<file path="config.mk">
export PLATFORM = sky130hd
export DESIGN_NAME = ram_req_queue
export DESIGN_NICKNAME = d
export VERILOG_FILES = /design/src/rtl/ram_req_queue.sv
export SDC_FILE = /design/constraint.sdc
export NUM_CORES = 1
export LEC_CHECK = 0
export ABC_AREA = 0
export BUFFER_PORTS_ARGS = -buffer_cell sky130_fd_sc_hd__clkbuf_2
export CORE_MARGIN = 4
export CORE_UTILIZATION = 60
export CTS_BUF_LIST = sky130_fd_sc_hd__clkbuf_4
export DETAILED_ROUTE_END_ITERATION = 10
export PLACE_DENSITY = 0.86
export SYNTH_ARGS = -nofsm -noshare
export SYNTH_HDL_FRONTEND = slang
export SYNTH_SLANG_ARGS = --single-unit
export TNS_END_PERCENT = 1
</file>
<file path="constraint.sdc">
create_clock -name clk -period 8.44 [get_ports clk]
set_clock_uncertainty 0.2 [all_clocks]
set_input_delay 0.422 -clock clk [delete_from_list [all_inputs] [get_ports clk]]
set_output_delay 0.422 -clock clk [all_outputs]
set_load 0.05 [all_outputs]
</file>
<file path="src/rtl/ram_req_queue.sv">
// ram_req_queue
//   In-order request queue and sequencer sitting directly in front of a
//   single-ported ram64. Requests {we, addr, data} are accepted over a
//   valid/ready handshake into a DEPTH-entry FIFO. The FIFO head is presented
//   combinationally to the RAM port, and at most one request issues per cycle.
//   Read data is captured into a registered valid/ready response channel.
//
// Ports
//   clk, rst_n                 clock (rising edge), async active-low reset
//   req_valid/req_ready        request handshake; req_ready = !full
//   req_we/req_addr/req_data   request payload (data ignored for reads)
//   rsp_valid/rsp_ready        read response handshake
//   rsp_data                   registered read data
//   ram_in/ram_addr/ram_load   drive ram64 (load = write strobe)
//   ram_out                    ram64 read data, combinational on ram_addr
//
// Optional build macro
//   RAM_REQ_QUEUE_STATS_EN : adds saturating 16-bit counters stat_wr, stat_rd
//                            (issued writes / reads) and stat_stall (cycles
//                            with req_valid && !req_ready).

module ram_req_queue #(
  parameter int unsigned DEPTH = 4,
  parameter int unsigned DW    = 64,
  parameter int unsigned AW    = 6
) (
  input  logic          clk,
  input  logic          rst_n,
  input  logic          req_valid,
  output logic          req_ready,
  input  logic          req_we,
  input  logic [AW-1:0] req_addr,
  input  logic [DW-1:0] req_data,
  output logic          rsp_valid,
  input  logic          rsp_ready,
  output logic [DW-1:0] rsp_data,
  output logic [DW-1:0] ram_in,
  output logic [AW-1:0] ram_addr,
  output logic          ram_load,
  input  logic [DW-1:0] ram_out
`ifdef RAM_REQ_QUEUE_STATS_EN
  ,
  output logic [15:0]   stat_wr,
  output logic [15:0]   stat_rd,
  output logic [15:0]   stat_stall
`endif
);

  localparam int unsigned PW = $clog2(DEPTH);
  localparam int unsigned CW = PW + 1;

  logic          fifo_we   [DEPTH];
  logic [AW-1:0] fifo_addr [DEPTH];
  logic [DW-1:0] fifo_data [DEPTH];

  logic [PW-1:0] wptr;
  logic [PW-1:0] rptr;
  logic [CW-1:0] count;

  logic empty;
  logic head_we;
  logic push;
  logic pop;
  logic rd_issue;

  // Fullness is judged on the registered count only, so a pop in the same
  // cycle does not open a slot until the following cycle.
  assign empty     = (count == '0);
  assign req_ready = (count != CW'(DEPTH));
  assign push      = req_valid && req_ready;
  assign head_we   = fifo_we[rptr];

  // Writes never depend on the response channel; a read may only issue when
  // its result has somewhere to go (slot empty or being drained this cycle).
  assign pop      = !empty && (head_we || !rsp_valid || rsp_ready);
  assign rd_issue = pop && !head_we;

  always_comb begin
    ram_addr = '0;
    ram_in   = '0;
    if (!empty) begin
      ram_addr = fifo_addr[rptr];
      ram_in   = fifo_data[rptr];
    end
  end

  assign ram_load = pop && head_we;

  // Payload storage needs no reset: entries are only read when count says so.
  always_ff @(posedge clk) begin
    if (push) begin
      fifo_we[wptr]   <= req_we;
      fifo_addr[wptr] <= req_addr;
      fifo_data[wptr] <= req_data;
    end
  end

  always_ff @(posedge clk or negedge rst_n) begin
    if (!rst_n) begin
      wptr  <= '0;
      rptr  <= '0;
      count <= '0;
    end else begin
      if (push) wptr <= wptr + PW'(1);
      if (pop)  rptr <= rptr + PW'(1);
      case ({push, pop})
        2'b10:   count <= count + CW'(1);
        2'b01:   count <= count - CW'(1);
        default: count <= count;
      endcase
    end
  end

  always_ff @(posedge clk or negedge rst_n) begin
    if (!rst_n) begin
      rsp_valid <= 1'b0;
      rsp_data  <= '0;
    end else if (rd_issue) begin
      rsp_valid <= 1'b1;
      rsp_data  <= ram_out;
    end else if (rsp_ready) begin
      rsp_valid <= 1'b0;
    end
  end

`ifdef RAM_REQ_QUEUE_STATS_EN
  always_ff @(posedge clk or negedge rst_n) begin
    if (!rst_n) begin
      stat_wr    <= '0;
      stat_rd    <= '0;
      stat_stall <= '0;
    end else begin
      if (ram_load && (stat_wr != '1))                 stat_wr    <= stat_wr + 16'd1;
      if (rd_issue && (stat_rd != '1))                 stat_rd    <= stat_rd + 16'd1;
      if (req_valid && !req_ready && (stat_stall != '1)) stat_stall <= stat_stall + 16'd1;
    end
  end
`endif

endmodule
</file>
; ---- Word level (Yosys, flattened, before mapping)
; Memory sizes are Yosys's and may differ from the RTL's.
; Cells that the tools add are included.
[classes]
add_sub_neg = 4
n_mul = 0
n_div = 0
magnitude_cmp = 0
n_eq_ne = 3
shifts = 0
n_mux = 7
bitwise_logic = 0
n_reduce_logical = 12
[op_table]
columns = operator, count
row1 = $mux 64, 1
row2 = $mux 6, 1
row3 = $pmux 3 s2, 1
row4 = $add 2x1->2 const B, 2
row5 = $logic_and 1x1->1, 4
row6 = $mux 1, 4
row7 = $reduce_bool 2->1, 2
row8 = $add 3x1->3 const B, 1
row9 = $logic_not 1->1, 3
row10 = $logic_not 3->1, 1
row11 = $ne 3x3->1 const B, 1
row12 = $sub 3x1->3 const B, 1
row13 = $eq 2x1->1 const B, 1
row14 = $eq 2x2->1 const B, 1
row15 = $logic_or 1x1->1, 2
[word_totals]
register_bits = 72
latchBits = 0
ramBits = 284
romBits = 0
inputBits = 139
wordCells = 34
memories = 3
[mem_list]
columns = memory, depth, width, rd, rd_clocked_by_memory_dff, write_ports, line
row1 = fifo_data, 4, 64, 1, 0, 1, 54  ; logic [DW-1:0] fifo_data [DEPTH];
row2 = fifo_addr, 4, 6, 1, 0, 1, 53  ; logic [AW-1:0] fifo_addr [DEPTH];
row3 = fifo_we, 4, 1, 1, 0, 1, 52  ; logic fifo_we [DEPTH];

; ---- Longest topological paths before layout
; Gate-level depths: netlist of the first run.
[logic_depth]
word_depth = 6
mapped_depth = 11
ltp_nobuf = 9

; ---- Worst setup path after synthesis of the first run
; No wires, ideal clock.
[synth_timing]
kind = reg-to-reg
start = register count[2]
end = memory fifo_addr[0][0], enable pin
arrival_ns = 2.702
slack_ns = 5.100
path_stages_with_launch = 3
n_path_buf = 0
path_cell_list = dfrtp_1 or3b_1 and3_1
[synth_between]
elab_chain_len = 4
[synth_lines]
columns = item, line
row1 = "start, declared", 58  ; logic [CW-1:0] count;
row2 = "start signal, assigned", 107  ; 2'b10: count <= count + CW'(1);
row3 = "start signal, assigned", 108  ; 2'b01: count <= count - CW'(1);
row4 = "start signal, assigned", 109  ; default: count <= count;
row5 = $ne 3x3->1, 69  ; assign req_ready = (count != CW'(DEPTH));
row6 = via req_ready, 30  ; output logic req_ready,
row7 = $logic_and 1x1->1, 70  ; assign push = req_valid && req_ready;
row8 = $mux 1, 91  ; if (push) begin
row9 = $mux 1 (not written as such), 93  ; fifo_addr[wptr] <= req_addr;
row10 = "end, declared", 53
; The timed path passes the listed nets, and every way through them passes these cells.

; ---- Worst setup path after layout of the first run
[layout_timing]
start = register rptr[0]
end = output ram_in[57]
[layout_between]
elab_chain_len = 2
[layout_lines]
columns = item, line
row1 = "start, declared", 57  ; logic [PW-1:0] rptr;
row2 = "start signal, assigned", 105  ; if (pop) rptr <= rptr + PW'(1);
row3 = $mem_v2 4x64, --
row4 = $mux 64, 81  ; if (!empty) begin
row5 = "end, declared", 37  ; output logic [DW-1:0] ram_in,
; Every way passes these cells.

==> impl_metrics.yaml, run 1 <==
die:
  io_pins: 276
  core_region_area_um2: 22030
  die_w_um: 158.4
  rows: 54
  design.die.area_um2: 25100
  initial_core_util: 0.6165
  die_outline_height_um: 158.4
yosys:
  synth-compound-area-share: 0.002212
  syn_inst: 632
  synth.area.mux_share: 0.1748
  synthSimpleGateAreaFrac: 0.03870
  synth_xor_xnor_area_share: 0.003225
  ys.flop_type: "sky130_fd_sc_hd__edfxtp_1"
  synth_fp_nets: 777
  synth-adder-area-share: 0.006082
  ys_ff_latch: 356
  syn_std_cell_area_um2: 13580
  ys_types: 28
  synthDominantCellAreaShare: 0.6281
  synth.avg_cell_area_um2: 21.48
  yosysTopAreaCell: "sky130_fd_sc_hd__edfxtp_1"
  ys_top_cells_by_area: "sky130_fd_sc_hd__edfxtp_1 63%, sky130_fd_sc_hd__dfrtp_1 13%, sky130_fd_sc_hd__mux4_2 12%"
  synth_common_cells: "284 x sky130_fd_sc_hd__edfxtp_1, 72 x sky130_fd_sc_hd__dfrtp_1, 71 x sky130_fd_sc_hd__and2_1, 71 x sky130_fd_sc_hd__mux4_2, 62 x sky130_fd_sc_hd__mux2_2"
  yosysWarningCount: 0
  main_combinational_cell_family_by_area_after_synthesis: "multiplexers"
  synth.yosys.seq_area_share: 0.7608
  proportion_of_register_bits_with_asynchronous_set_or_reset_after_synthesis: 0.2022
  cell_with_the_most_instances_after_synthesis: "sky130_fd_sc_hd__edfxtp_1"
  synth-edff-count: 284
critical_path:
  reg2reg_setup_slack_ns: 5.22
  timing_worst_setup_path_type: "flop to output pin"
  startpoint_kind_of_the_worst_setup_timing_path: "flop"
  worstPathArrival_ns: 3.41
  critPathCaptureType: "output pin"
  crit_required_ns: 7.82
  timing.critical_path.fanout_max: 38
cts:
  max-clock-path-buffers: 3
  clkSlewWorstSetupHoldPaths_ns: 0.08
  cts-root-buf: "sky130_fd_sc_hd__clkbuf_4"
  tritoncts: "built"
  cts_hold_buffers: 138
  postCtsResizedCells: 0
  postcts_setup_bufs: 0
  sinks_on_clock_net: 356
  h-tree-depth: 3
  worst_skew_pair.late_latency_ns: 0.69
  cts_buffers: 86
grt:
  gr-usage-all-layers: 0.2768
  antenna_found_initial: 2
  grt_overflow_total: 0
  grt_first_pass_wirelength_mm: 51.51
  largest_net_degree_at_the_start_of_global_routing: 73
  grt_pass1_vias: 9069
placement:
  detailed_place_hpwl_mm: 17.76
  port_buffers: 275
  place_congestion: 0.7553
drt:
  totalWireLength_mm: 33.99
  drt_pass1_iterations: 5
  via_count: 8163
  drt_iter0_markers: 504
  remaining_drc_errors: 0
  average_wire_per_standard_cell_um: 23.31
  detail_route_antenna_nets: 0
  post_drt_via_cell_ratio: 5.599
timing:
  final-hold-violation-count: 0
  slew_violations: 0
  rsz0062_at_grt: "false"
  fmaxAchievable_mhz: 248.0
  post-route-period-util: 0.4778
  min_period_ns: 4.032
  maxSlewHeadroom: 0.3755
  fin_worst_hold_slack_ns: 0.2949
  worst-slew-pin-transition_ns: 0.9368
  timing.setup.tns_ns: 0
  setup_viol: 0
layout:
  post_route_cells_drive_above_1_share: 0.4826
  syn_to_final_growth_pct: 30.81
  final_nets: 1257
status:
  outcome: "completed"
run:
  max_cap_viol_count: 0
hold_path:
  min_path_type: "input port to asynchronous set/reset pin"
## per-layer routing
layer	vias to the layer above	wire length, µm	GRT usage
li1	3530	-	-
met1	4148	11790	0.3247
met2	406	18430	0.4866
met3	79	2610	0.07257
met4	0	1156	0.1182
met5	-	0	0
## cell families (layout without fill, tap and decap cells)
group | Yosys count | in the layout
DFF | 356 | 356
xor gates and xnor gates | 5 | 5
other | 0 | 3
muxes | 140 | 140
AOI/OAI and AO/OA | 5 | 5
and+or+nand+nor | 83 | 83
buffers and inverters | 37 | 580
adders and majority gates | 6 | 6
## area by class of cell
type | count | area [µm²]
clock buffer | 138 | 1036
multi-input combinational | 239 | 3077
clock inverter | 13 | 102.6
tap | 280 | 350.3
sequential | 356 | 10340
timing repair buffer | 422 | 2825
fill | 1092 | 4264
antenna | 3 | 7.507
inverter | 7 | 26.28
## state kept, by name (all words and copies together) (netlist names)
name	cells
rptr	2
fifo_data	256
rsp_valid	1
rsp_data	64
fifo_addr	24
wptr	2
fifo_we	4
count	3
## placed cells by master (no fill, tap or decap), types with 2 or more instances in the layout
cell	n
sky130_fd_sc_hd__and2_1	71
sky130_fd_sc_hd__ha_1	5
sky130_fd_sc_hd__inv_1	7
sky130_fd_sc_hd__mux2i_1	2
sky130_fd_sc_hd__xor2_1	2
sky130_fd_sc_hd__mux2_1	5
sky130_fd_sc_hd__clkbuf_4	138
sky130_fd_sc_hd__nor2_1	2
sky130_fd_sc_hd__buf_4	9
sky130_fd_sc_hd__edfxtp_1	284
sky130_fd_sc_hd__dlygate4sd3_1	138
sky130_fd_sc_hd__mux2_2	62
sky130_fd_sc_hd__dfrtp_1	70
sky130_fd_sc_hd__and3_4	4
sky130_fd_sc_hd__clkinv_1	9
sky130_fd_sc_hd__o21ai_0	2
sky130_fd_sc_hd__mux4_2	71
sky130_fd_sc_hd__clkbuf_2	274
sky130_fd_sc_hd__bufinv_16	2
sky130_fd_sc_hd__diode_2	3
sky130_fd_sc_hd__dfrtp_4	2
sky130_fd_sc_hd__xnor2_1	3
## path summary, 6_finish.rpt
path / depth (start not counted) / start / end
worst max-delay path: 4 / rptr[0] / ram_in[57]
worst min-delay path: 3 / rst_n / rsp_data[37]
worst max register to register: 4 / rptr[0] / rsp_data[36]
worst min register to register: 1 / rsp_data[22] / rsp_data[22]
max in group asynchronous: 3 / rst_n / rptr[1]
min in group clk: 1 / rsp_data[22] / rsp_data[22]
## critical path: stages (launching register included)
cell	delay (ns)
sky130_fd_sc_hd__dfrtp_4	0.92
sky130_fd_sc_hd__buf_4	0.71
sky130_fd_sc_hd__mux4_2	0.63
sky130_fd_sc_hd__and2_1	0.18
sky130_fd_sc_hd__clkbuf_2	0.24
## metrics by stage
stage                     instance area [µm²]  setup slack, ns  cells    util
after floorplan                         13580            5.100    632       -
after global placement                  15230            5.072   1166  0.6917
after detailed placement                15230            5.046   1166  0.6917
after CTS                               17750            4.295   1455  0.8061
after global routing                    17760            4.112   1457  0.8063
final                                   17760            4.408   1458  0.8064
Power of run 1 is not shown: default switching activity piles up to over one toggle a cycle in this logic, so the estimate is an artifact.
==> run 2: changes to the inputs <==
--- a/config.mk
+++ b/config.mk
@@ -5,13 +5,13 @@
 export SDC_FILE = /design/constraint.sdc
 export NUM_CORES = 1
 export LEC_CHECK = 0
-export ABC_AREA = 0
+export ABC_AREA = 1
 export BUFFER_PORTS_ARGS = -buffer_cell sky130_fd_sc_hd__clkbuf_2
 export CORE_MARGIN = 4
-export CORE_UTILIZATION = 60
+export CORE_UTILIZATION = 57
 export CTS_BUF_LIST = sky130_fd_sc_hd__clkbuf_4
 export DETAILED_ROUTE_END_ITERATION = 10
-export PLACE_DENSITY = 0.86
+export PLACE_DENSITY = 0.82
 export SYNTH_ARGS = -nofsm -noshare
 export SYNTH_HDL_FRONTEND = slang
 export SYNTH_SLANG_ARGS = --single-unit
==> constraint.sdc (replaced) <==
create_clock -name clk -period 3.9 [get_ports clk]
set_clock_uncertainty 0.2 [all_clocks]
set_input_delay 0.195 -clock clk [delete_from_list [all_inputs] [get_ports clk]]
set_output_delay 0.195 -clock clk [all_outputs]
set_load 0.05 [all_outputs]
==> impl_metrics.yaml, run 2 <==
status:
  outcome: "completed"
layout:
  post_layout_nonfiller_instances: 1993
  syn_to_final_growth_pct: 29.24
  post_route_cells_drive_above_1_share: 0.2615
  mostFrequentLayoutCells: "284 x sky130_fd_sc_hd__edfxtp_1, 282 x sky130_fd_sc_hd__nor2_1, 274 x sky130_fd_sc_hd__clkbuf_2, 143 x sky130_fd_sc_hd__o21ai_0, 139 x sky130_fd_sc_hd__dlygate4sd3_1"
  largest_regs: "fifo_data (256), rsp_data (64), fifo_addr (24)"
  final_common_cell: "sky130_fd_sc_hd__edfxtp_1"
  final_nets: 1762
  flip_flop_count_of_the_largest_register_all_copies_and_words_added: 256
  finalCoreUtilization: 0.7586
  registers.top_by_ff_count: "fifo_data"
cts:
  postCtsResizedCells: 0
  worst_skew_pair.late_latency_ns: 0.67
  clkSlewWorstSetupHoldPaths_ns: 0.07
  cts_buffers: 88
  h-tree-depth: 3
  max-clock-path-buffers: 3
  tritoncts: "built"
  sinks_on_clock_net: 356
  cts-root-buf: "sky130_fd_sc_hd__clkbuf_4"
  postcts_setup_bufs: 0
die:
  die_w_um: 164.4
  core_region_area_um2: 23750
  io_pins: 276
  initial_core_util: 0.5870
  die_outline_height_um: 164.4
  rows: 56
  design.die.area_um2: 27030
grt:
  largest_net_degree_at_the_start_of_global_routing: 141
  grt_pass1_vias: 10910
  gr-usage-all-layers: 0.2661
  grt_overflow_total: 0
  antenna_found_initial: 1
  grt_first_pass_wirelength_mm: 55.95
yosys:
  ys_top_cells_by_area: "sky130_fd_sc_hd__edfxtp_1 61%, sky130_fd_sc_hd__dfrtp_1 13%, sky130_fd_sc_hd__nor2_1 7.7%"
  synth-edff-count: 284
  syn_inst: 1171
  synth.yosys.seq_area_share: 0.7408
  synth_fp_nets: 1316
  ys.flop_type: "sky130_fd_sc_hd__edfxtp_1"
  synth.avg_cell_area_um2: 11.91
  syn_std_cell_area_um2: 13940
  synthDominantCellAreaShare: 0.6116
  yosysTopAreaCell: "sky130_fd_sc_hd__edfxtp_1"
  proportion_of_register_bits_with_asynchronous_set_or_reset_after_synthesis: 0.2022
  synth_common_cells: "286 x sky130_fd_sc_hd__nor2_1, 284 x sky130_fd_sc_hd__edfxtp_1, 143 x sky130_fd_sc_hd__o21ai_0, 140 x sky130_fd_sc_hd__nand2_1"
  yosysWarningCount: 0
  cell_with_the_most_instances_after_synthesis: "sky130_fd_sc_hd__nor2_1"
  ys_types: 21
  ys_ff_latch: 356
timing:
  setup_viol: 0
  final-hold-violation-count: 0
  fin_worst_hold_slack_ns: 0.06674
  post-route-period-util: 0.8367
  rsz0062_at_grt: "false"
  fmaxAchievable_mhz: 306.5
  min_period_ns: 3.263
  worst-slew-pin-transition_ns: 0.9312
  timing.setup.tns_ns: 0
  slew_violations: 0
  maxSlewHeadroom: 0.3792
critical_path:
  startpoint_kind_of_the_worst_setup_timing_path: "flop"
  critPathCaptureType: "output pin"
  crit_required_ns: 3.50
  timing.critical_path.fanout_max: 69
  worstPathArrival_ns: 2.87
  timing_worst_setup_path_type: "flop to output pin"
placement:
  place_congestion: 0.7553
  detailed_place_hpwl_mm: 19.10
  port_buffers: 275
  place.detailed.instances: 1706
drt:
  drt_iter0_markers: 1062
  totalWireLength_mm: 36.86
  remaining_drc_errors: 0
  post_drt_via_cell_ratio: 5.472
  average_wire_per_standard_cell_um: 18.50
  detail_route_antenna_nets: 0
  via_count: 10906
  drt_pass1_iterations: 5
run:
  max_cap_viol_count: 0
hold_path:
  min_path_type: "input port to flop"
run 2: path summary, 6_finish.rpt:
| kind | slack (ns) | endpoint | cells after the start | from |
|---|---|---|---|---|
| max in group asynchronous | 2.57 | rsp_data[22] | 4 | rst_n |
| worst min register to register | 0.28 | rsp_data[32] | 2 | rsp_data[32] |
| worst max-delay path | 0.64 | ram_in[42] | 6 | rptr[0] |
| worst min-delay path | 0.07 | fifo_data[0][3] | 2 | req_data[3] |
| min in group asynchronous | 0.39 | rsp_data[2] | 4 | rst_n |
| worst max register to register | 1.39 | rsp_data[17] | 8 | rptr[0] |
run 2: through the flow:
step | instance area (µm²) | setup slack (ns)
finish | 18020 | 0.6370
global route | 18010 | 0.4366
CTS | 18010 | 0.6420
detailed placement | 15560 | 1.406
global placement | 15560 | 1.458
floorplan | 13940 | -0.9662
run 2: timing repair:
action                                  in CTS  in global routing
endpoints found under the setup margin       0                  0
hold buffers                               140                  0
endpoints found under the hold margin      382                  0
run 2: kinds of logic after synthesis:
family | count (synthesis) | share of synthesized area
xor gates and xnor gates | 4 | 0.002513
adders and majority gates | 6 | 0.005923
AOI/OAI and AO/OA | 216 | 0.07753
and+or+nand+nor | 499 | 0.1412
DFF | 356 | 0.7408
buffers and inverters | 90 | 0.03195
run 2: final cells by class:
type	instances	area (µm²)
Clock buffer	121	908.4
Fill cell	1440	5733
Sequential cell	356	10330
Clock inverter	23	128.9
Timing Repair Buffer	430	2975
Inverter	16	62.56
Antenna cell	3	7.507
Multi-Input combinational cell	725	3203
Tap cell	319	399.1
run 2: layer usage:
metal,vias to the layer above,wire (µm),track usage
met3,119,3195,0.06264
met2,578,18590,0.4540
li1,4992,-,-
met1,5217,13660,0.3166
met5,-,0,0
met4,0,1416,0.1391
run 2: worst max-delay path: stages (launching register included):
cell and delay (ns):
sky130_fd_sc_hd__dfrtp_4 0.52, sky130_fd_sc_hd__buf_4 0.64, sky130_fd_sc_hd__nor2_1 0.14, sky130_fd_sc_hd__nor2_1 0.13, sky130_fd_sc_hd__o21ai_0 0.15, sky130_fd_sc_hd__a21oi_1 0.26, sky130_fd_sc_hd__clkbuf_2 0.32
Power of run 2 is left out for the same reason.
==> run 3: changes to the inputs <==
--- a/config.mk
+++ b/config.mk
@@ -5,7 +5,7 @@
 export SDC_FILE = /design/constraint.sdc
 export NUM_CORES = 1
 export LEC_CHECK = 0
-export ABC_AREA = 1
+export ABC_AREA = 0
 export BUFFER_PORTS_ARGS = -buffer_cell sky130_fd_sc_hd__clkbuf_2
 export CORE_MARGIN = 4
 export CORE_UTILIZATION = 57
==> constraint.sdc (replaced) <==
create_clock -name clk -period 3.2 [get_ports clk]
set_clock_uncertainty 0.2 [all_clocks]
set_input_delay 0.16 -clock clk [delete_from_list [all_inputs] [get_ports clk]]
set_output_delay 0.16 -clock clk [all_outputs]
set_load 0.05 [all_outputs]
==> impl_metrics.yaml, run 3 (synthesis results as in run 1) <==
status:
  outcome: "completed"
pwr:
  static-leakage-power_nw: 7.125
  worst_ir_drop_vdd_uv: 1070
  power_density_nw_per_um2: 1121
placement:
  detailed_place_hpwl_mm: 17.23
  place_congestion: 0.7262
  place.detailed.instances: 1212
  port_buffers: 275
  preCtsSetupSlack_ns: 0.7373
critical_path:
  r2r_end: "count[2]"
  critPathBufInv: 1
  critPathCaptureType: "output pin"
  reg2reg_setup_slack_ns: 0.71
  startpoint_kind_of_the_worst_setup_timing_path: "flop"
  crit_required_ns: 2.84
  timing_worst_setup_path_type: "flop to output pin"
  timing.critical_path.cells: "or3_2 > and2_1 > clkbuf_2"
  slowest_delay_ns: 0.89
  timing.critical_path.fanout_max: 72
  worstPathArrival_ns: 2.64
  regToRegStartpoint: "count[0]"
  crit_family: "simple AND/OR/NAND/NOR gates"
  timing.reg2reg.worst_path_depth: 9
  critical_path.slowest_cell: "sky130_fd_sc_hd__or3_2"
layout:
  final_nets: 1300
  mostFrequentLayoutCells: "284 x sky130_fd_sc_hd__edfxtp_1, 274 x sky130_fd_sc_hd__clkbuf_2, 172 x sky130_fd_sc_hd__dlygate4sd3_1, 123 x sky130_fd_sc_hd__clkbuf_4"
  registers.top_by_ff_count: "fifo_data"
  syn_to_final_growth_pct: 34.75
  post_layout_nonfiller_instances: 1541
  post_route_cells_drive_above_1_share: 0.4672
  final_common_cell: "sky130_fd_sc_hd__edfxtp_1"
  flip_flop_count_of_the_largest_register_all_copies_and_words_added: 256
  largest_regs: "fifo_data (256), rsp_data (64), fifo_addr (24)"
drt:
  via_count: 8297
  remaining_drc_errors: 0
  average_wire_per_standard_cell_um: 22.04
  drt_iter0_markers: 525
  post_drt_via_cell_ratio: 5.384
  detail_route_antenna_nets: 0
  drt_pass1_iterations: 4
  totalWireLength_mm: 33.96
die:
  die_outline_height_um: 162.3
  core_region_area_um2: 23470
  design.die.area_um2: 26350
  rows: 56
  die_w_um: 162.3
  initial_core_util: 0.5785
  io_pins: 276
timing:
  min_period_ns: 3.003
  worst-slew-pin-transition_ns: 1.061
  post-route-period-util: 0.9386
  fmaxAchievable_mhz: 333.0
  final-hold-violation-count: 0
  layout_setup_ws_ns: 0.1966
  maxSlewHeadroom: 0.2928
  fin_worst_hold_slack_ns: 0.05484
  rsz0062_at_grt: "false"
  slew_violations: 0
  timing.setup.tns_ns: 0
  setup_viol: 0
grt:
  antenna_found_initial: 4
  largest_net_degree_at_the_start_of_global_routing: 73
  grt_pass1_vias: 9312
  gr-usage-all-layers: 0.2562
  grt_first_pass_wirelength_mm: 51.05
  grt_overflow_total: 0
hold_path:
  hold_end: "fifo_data[1][34]"
  min_path_type: "input port to flop"
  hp-start: "req_data[34]"
  worst_hold_path.num_cells: 2
cts:
  worst_skew_pair.late_latency_ns: 0.70
  cts_buffers: 87
  h-tree-depth: 3
  sinks_on_clock_net: 356
  clkSlewWorstSetupHoldPaths_ns: 0.07
  cts-root-buf: "sky130_fd_sc_hd__clkbuf_4"
  max-clock-path-buffers: 3
  tritoncts: "built"
run:
  max_cap_viol_count: 0
==> run 3: worst max path at each step <==
stage / slack (ns) / depth (start not counted) / end / from
finish: 0.20 / 3 / ram_addr[2] / count[0]
global route: 0.02 / 3 / ram_addr[2] / count[0]
CTS: 0.16 / 3 / ram_in[41] / count[0]
detailed placement: 0.74 / 9 / count[2] / count[0]
global placement: 0.80 / 9 / count[2] / count[0]
floorplan: -0.14 / 2 / fifo_addr[1][0] / count[2]
==> run 3: where the power goes <==
group          leakage, nW  internal, mW  switching [mW]
clock                0.674          2.02            1.81
combinational         3.01          3.07            6.79
sequential            3.44          6.31           0.514
==> run 3: area by class of cell <==
class | instances | area [µm²]
Sequential cell | 356 | 10340
Timing Repair Buffer | 464 | 3326
Inverter | 7 | 26.28
Fill cell | 1202 | 5176
Tap cell | 319 | 399.1
Clock inverter | 29 | 197.7
Clock buffer | 123 | 923.4
Multi-Input combinational cell | 239 | 3077
Antenna cell | 4 | 10.01
==> run 3: metrics by stage <==
stage / utilization / total power, mW / instance area (µm²)
floorplan: - / 14.14 / 13580
global placement: 0.6571 / 16.20 / 15420
detailed placement: 0.6571 / 16.37 / 15420
CTS: 0.7731 / 20.33 / 18150
global route: 0.7794 / 21.40 / 18290
finish: 0.7795 / 20.51 / 18300
==> run 3: routing by layer <==
layer,track usage,vias to the layer above,part of all wire
met5,0,-,0.00021
met4,0.09727,2,0.034
met3,0.06884,88,0.070
met2,0.4490,404,0.54
met1,0.3061,4196,0.36
li1,-,3607,-
==> run 3: repair_timing <==
item,in CTS,in global routing
setup endpoints to repair,0,0
hold buffers,159,14
gates resized for setup,0,0
endpoints found under the hold margin,555,25
buffers inserted,0,0
No activity file was read; power rests on OpenSTA's default activity.
